--- config.mk ---
export PLATFORM = sky130hd
export DESIGN_NAME = color_fsm_commander
export DESIGN_NICKNAME = d
export VERILOG_FILES = /design/src/rtl/color_fsm_commander.sv
export SDC_FILE = /design/constraint.sdc
export NUM_CORES = 1
export LEC_CHECK = 0
export CAP_MARGIN = 20
export CORE_MARGIN = 4
export CORE_UTILIZATION = 25
export DETAILED_ROUTE_END_ITERATION = 6
export GPL_ROUTABILITY_DRIVEN = 0
export HOLD_SLACK_MARGIN = 0.15
export PLACE_DENSITY = 0.42
export SYNTH_ARGS = -nofsm -noshare
export SYNTH_HDL_FRONTEND = slang
export SYNTH_SLANG_ARGS = --single-unit
--- constraint.sdc ---
create_clock -name clk -period 4.1 [get_ports clk]
set_input_delay 0.615 -clock clk [delete_from_list [all_inputs] [get_ports clk]]
set_output_delay 0.615 -clock clk [all_outputs]
set_load 0.02 [all_outputs]
--- src/rtl/color_fsm_commander.sv ---
// rtl/color_fsm_commander.sv - command-side master steering the remote two-state Color FSM
module color_fsm_commander #(
  parameter int TIMEOUT   = 4,
  parameter int CNT_WIDTH = 8
) (
  input  logic                 clk,
  input  logic                 rst,
  input  logic                 req_valid,
  output logic                 req_ready,
  input  logic                 req_target,
  input  logic [1:0]           state_in,
  output logic [1:0]           cmd_out,
  output logic                 done,
  output logic                 error,
  output logic [CNT_WIDTH-1:0] toggle_count
);

  // Remote FSM state codes and command codes
  localparam logic [1:0] CODE_BLUE  = 2'h1;
  localparam logic [1:0] CODE_RED   = 2'h2;
  localparam logic [1:0] CMD_TOGGLE = 2'h1;
  localparam logic [1:0] CMD_NOP    = 2'h2;

  // Timer only needs to count up to TIMEOUT-1; keep at least one bit
  localparam int TW = (TIMEOUT > 1) ? $clog2(TIMEOUT) : 1;
  localparam logic [TW-1:0] TIMER_LAST = TW'(TIMEOUT - 1);

  typedef enum logic [2:0] {
    S_IDLE,
    S_ISSUE,
    S_WAIT,
    S_DONE,
    S_ERROR
  } state_t;

  state_t               state_q, state_d;
  logic                 target_q, target_d;
  logic [TW-1:0]        timer_q, timer_d;
  logic [CNT_WIDTH-1:0] count_q, count_d;

  logic [1:0] req_code;
  logic [1:0] held_code;

  // Map a target colour bit onto the code the remote FSM reports for it
  assign req_code  = req_target ? CODE_RED : CODE_BLUE;
  assign held_code = target_q   ? CODE_RED : CODE_BLUE;

  // State, captured target, wait timer and toggle counter registers
  always_ff @(posedge clk) begin
    if (rst) begin
      state_q  <= S_IDLE;
      target_q <= 1'b0;
      timer_q  <= '0;
      count_q  <= '0;
    end else begin
      state_q  <= state_d;
      target_q <= target_d;
      timer_q  <= timer_d;
      count_q  <= count_d;
    end
  end

  // Next-state logic; at most one toggle per request, then a bounded wait
  always_comb begin
    state_d  = state_q;
    target_d = target_q;
    timer_d  = timer_q;
    count_d  = count_q;
    case (state_q)
      S_IDLE: begin
        if (req_valid) begin
          target_d = req_target;
          if (state_in != CODE_BLUE && state_in != CODE_RED) begin
            state_d = S_ERROR;
          end else if (state_in == req_code) begin
            state_d = S_DONE;
          end else begin
            state_d = S_ISSUE;
          end
        end
      end
      S_ISSUE: begin
        timer_d = '0;
        if (count_q != {CNT_WIDTH{1'b1}}) begin
          count_d = count_q + CNT_WIDTH'(1);
        end
        state_d = S_WAIT;
      end
      S_WAIT: begin
        if (state_in == held_code) begin
          state_d = S_DONE;
        end else if (timer_q == TIMER_LAST) begin
          state_d = S_ERROR;
        end else begin
          timer_d = timer_q + TW'(1);
        end
      end
      S_DONE:  state_d = S_IDLE;
      S_ERROR: state_d = S_IDLE;
      default: state_d = S_IDLE;
    endcase
  end

  // Moore output decode straight from the registers
  always_comb begin
    req_ready    = (state_q == S_IDLE);
    cmd_out      = (state_q == S_ISSUE) ? CMD_TOGGLE : CMD_NOP;
    done         = (state_q == S_DONE);
    error        = (state_q == S_ERROR);
    toggle_count = count_q;
  end

endmodule
==> impl_metrics.py <==
metrics = {
    "power_and_ir_drop": {
        "power_switching_mw": 0.09302,
        "p_per_area_nw_per_um2": 291.3,
        "p_int_mw": 0.2434,
        "pwr-share-comb": 0.208,
        "p_seq_frac": 0.462,
        "power_leakage_nw": 0.4072,
        "switching_share": 0.2765,
        "clkPwrFrac": 0.330,
        "ir_worst_vdd_uv": 117.6,
    },
    "route": {
        "wl_mm": 2.203,
        "wl_per_cell_um": 13.77,
        "num_vias": 777,
        "wl_met2_mm": 1.052,
        "wl_met1_mm": 1.076,
        "viasPerCell": 4.856,
        "drtPass1Iterations": 2,
        "drt_iter0_markers": 25,
        "top_layer": "met4",
        "route.detailed.drc": 0,
        "ant_nets": 0,
        "wl_met3_um": 58,
    },
    "layout": {
        "diodes": 0,
        "regArea_um2": 280.3,
        "fillers": 361,
        "final_common_cell": "clkdlybuf4s50_1",
        "drive_above_1_share": 0.1140,
        "final_nets": 124,
        "fin_cells": 160,
        "multi_input_area_um2": 584.3,
        "layout_common_cells": "clkdlybuf4s50_1 (18), dfxtp_1 (14), nor2_1 (7)",
        "syn2layout_area_growth_pct": 26.61,
    },
    "die": {
        "dieWidth_um": 68.40,
        "die_area_um2": 4679,
        "io_pins": 19,
        "core_um2": 3442,
        "rows": 21,
        "die_h_um": 68.40,
        "start_util": 0.2650,
    },
    "sta": {
        "fin_skew_ns": 0.002832,
        "setup_ws_ns": 1.722,
        "finalHoldViolCount": 0,
        "setup_tns_ns": 0,
        "tightestPinTransition_ns": 0.6646,
        "min_period_ns": 2.378,
        "setup_viol_count_final": 0,
        "finalCritPeriodShare": 0.5801,
        "max-slew-margin-rel": 0.5556,
        "rsz0062_at_grt": "false",
        "report.final.slew_viol_count": 0,
        "whs_ns": 0.5023,
        "max_freq_ghz": 0.4205,
    },
    "setup_path": {
        "startpoint_type": "flip-flop",
        "arrival_ns": 1.76,
        "path_class": "flip-flop to output pin",
        "cp.required_ns": 3.48,
        "crit_path_max_fanout": 10,
        "worst_setup_path_end_kind": "output pin",
    },
    "synth": {
        "async_flop_share": 0,
        "synth_edf_count": 0,
        "yosysUniqueCellTypes": 46,
        "ys_ff_latch": 14,
        "avgSynthCellArea_um2": 9.307,
        "yosysSeqAreaShare": 0.3073,
        "synth_ff_type": "dfxtp_1",
        "synth-simple-area-share": 0.4088,
        "syn_area_um2": 912.1,
        "synth_top_family_by_area": "simple AND/OR/NAND/NOR gates",
        "synth_warnings": 0,
        "yosys.area_share.xor_xnor": 0.01920,
        "syn-num-nets": 106,
        "synth_compound_area_frac": 0.1139,
        "synthAdderAreaFrac": 0.02743,
        "postSynthCellCount": 98,
        "synth_mux_area_frac": 0.07133,
    },
    "global_routing": {
        "gr-total-overflow": 0,
        "grt_usage": 0.1171,
        "grt_max_degree": 20,
        "grt_pass1_vias": 872,
        "grt_pass1_wl_mm": 4.036,
        "antenna_found_initial": 0,
    },
    "clock_tree": {
        "ctsResizeCount": 0,
        "cts_buffers": 3,
        "clock_path_buffers": 2,
        "h-tree-depth": 1,
        "cts_sinks": 14,
        "postCtsHoldBufs": 0,
        "clkTransAtPathRegs_ns": 0.06,
        "cts_setup_buffers": 0,
        "clk_latency_ns": 0.24,
        "root_buffer": "clkbuf_8",
        "cts_tree": "built",
    },
    "placed_design": {
        "dp_hpwl_mm": 1.668,
        "place_worst_setup_slack_ns": 1.885,
        "dp.cells": 157,
        "io_buffers": 18,
    },
    "outcome": {
        "status": "complete, no violations",
    },
    "min_path": {
        "min_path_type": "flip-flop to flip-flop",
    },
    "job": {
        "cap_violations": 0,
    },
}
synthesized netlist by cell type, types with 2 or more instances:
| library cell | instances | share of area |
|---|---|---|
| mux2i_1 | 2 | 0.022 |
| dfxtp_1 | 14 | 0.31 |
| and4_1 | 2 | 0.019 |
| nand2_1 | 2 | 0.0082 |
| ha_1 | 2 | 0.027 |
| and3b_1 | 2 | 0.019 |
| buf_6 | 2 | 0.025 |
| nor2b_1 | 4 | 0.027 |
| nor3b_1 | 4 | 0.033 |
| nor4_1 | 2 | 0.014 |
| nor3_1 | 5 | 0.027 |
| mux2_1 | 4 | 0.049 |
| and3_1 | 3 | 0.021 |
| a21oi_1 | 2 | 0.011 |
| inv_2 | 2 | 0.0082 |
| nor2_1 | 7 | 0.029 |
| a31oi_1 | 2 | 0.014 |
| nand3_1 | 5 | 0.027 |
| buf_2 | 2 | 0.011 |
| nand2b_1 | 3 | 0.021 |
| and2_1 | 2 | 0.014 |
registers in the layout, indices dropped and copies added (netlist names):
| register | count |
|---|---|
| state_q | 3 |
| timer_q | 2 |
| target_q | 1 |
| toggle_count | 8 |
worst max-delay path, cell delays in order (launching register included):
cell and delay (ns):
dfxtp_1 0.56, inv_2 0.14, nor3b_1 0.19, clkdlybuf4s50_1 0.63
routing by layer:
layer | up-vias | GRT usage
met2 | 12 | 0.1990
li1 | 398 | -
met3 | 2 | 0.03448
met5 | - | 0
met1 | 365 | 0.1399
met4 | 0 | 0.03722
final timing paths:
| kind | startpoint | endpoint | slack (ns) | cells after the start |
|---|---|---|---|---|
| worst max-delay path | state_q[1] | done | 1.72 | 3 |
| worst min-delay path | timer_q[1] | timer_q[1] | 0.50 | 2 |
| worst max register to register | toggle_count[0] | toggle_count[2] | 2.47 | 4 |
| worst min register to register | timer_q[1] | timer_q[1] | 0.50 | 2 |
metrics by stage:
step                      utilization  total power, mW  cell area (µm²)
after CTS                      0.3355           0.3446             1155
after global routing           0.3355           0.3611             1155
after global placement         0.3235           0.2295             1114
after floorplan                     -           0.2057            912.1
final                          0.3355           0.3364             1155
after detailed placement       0.3235           0.2300             1114
kinds of logic (layout without fill, tap and decap cells):
kind of cell	after synthesis	in the layout
DFF	14	14
buffers and inverters	8	24
xor gates and xnor gates	2	2
and+or+nand+nor	53	53
adders and majority gates	2	2
muxes	6	6
AOI/OAI and AO/OA	13	13
power groups by stage:
stage / logic (mW) / registers [mW] / clock network [mW]
finish: 0.0701 / 0.155 / 0.111
global route: 0.0776 / 0.157 / 0.126
CTS: 0.0717 / 0.155 / 0.117
detailed placement: 0.0713 / 0.159 / 0
global placement: 0.0712 / 0.158 / 0
floorplan: 0.0551 / 0.151 / 0
area by class of cell:
class,count,share of cell area
clock buffers,3,0.03575
repair buffers,18,0.1560
well taps,46,0.04984
inverters,3,0.009751
flip-flops and latches,14,0.2427
multi-input cells,76,0.5060
Power figures use the tool's default switching activity.
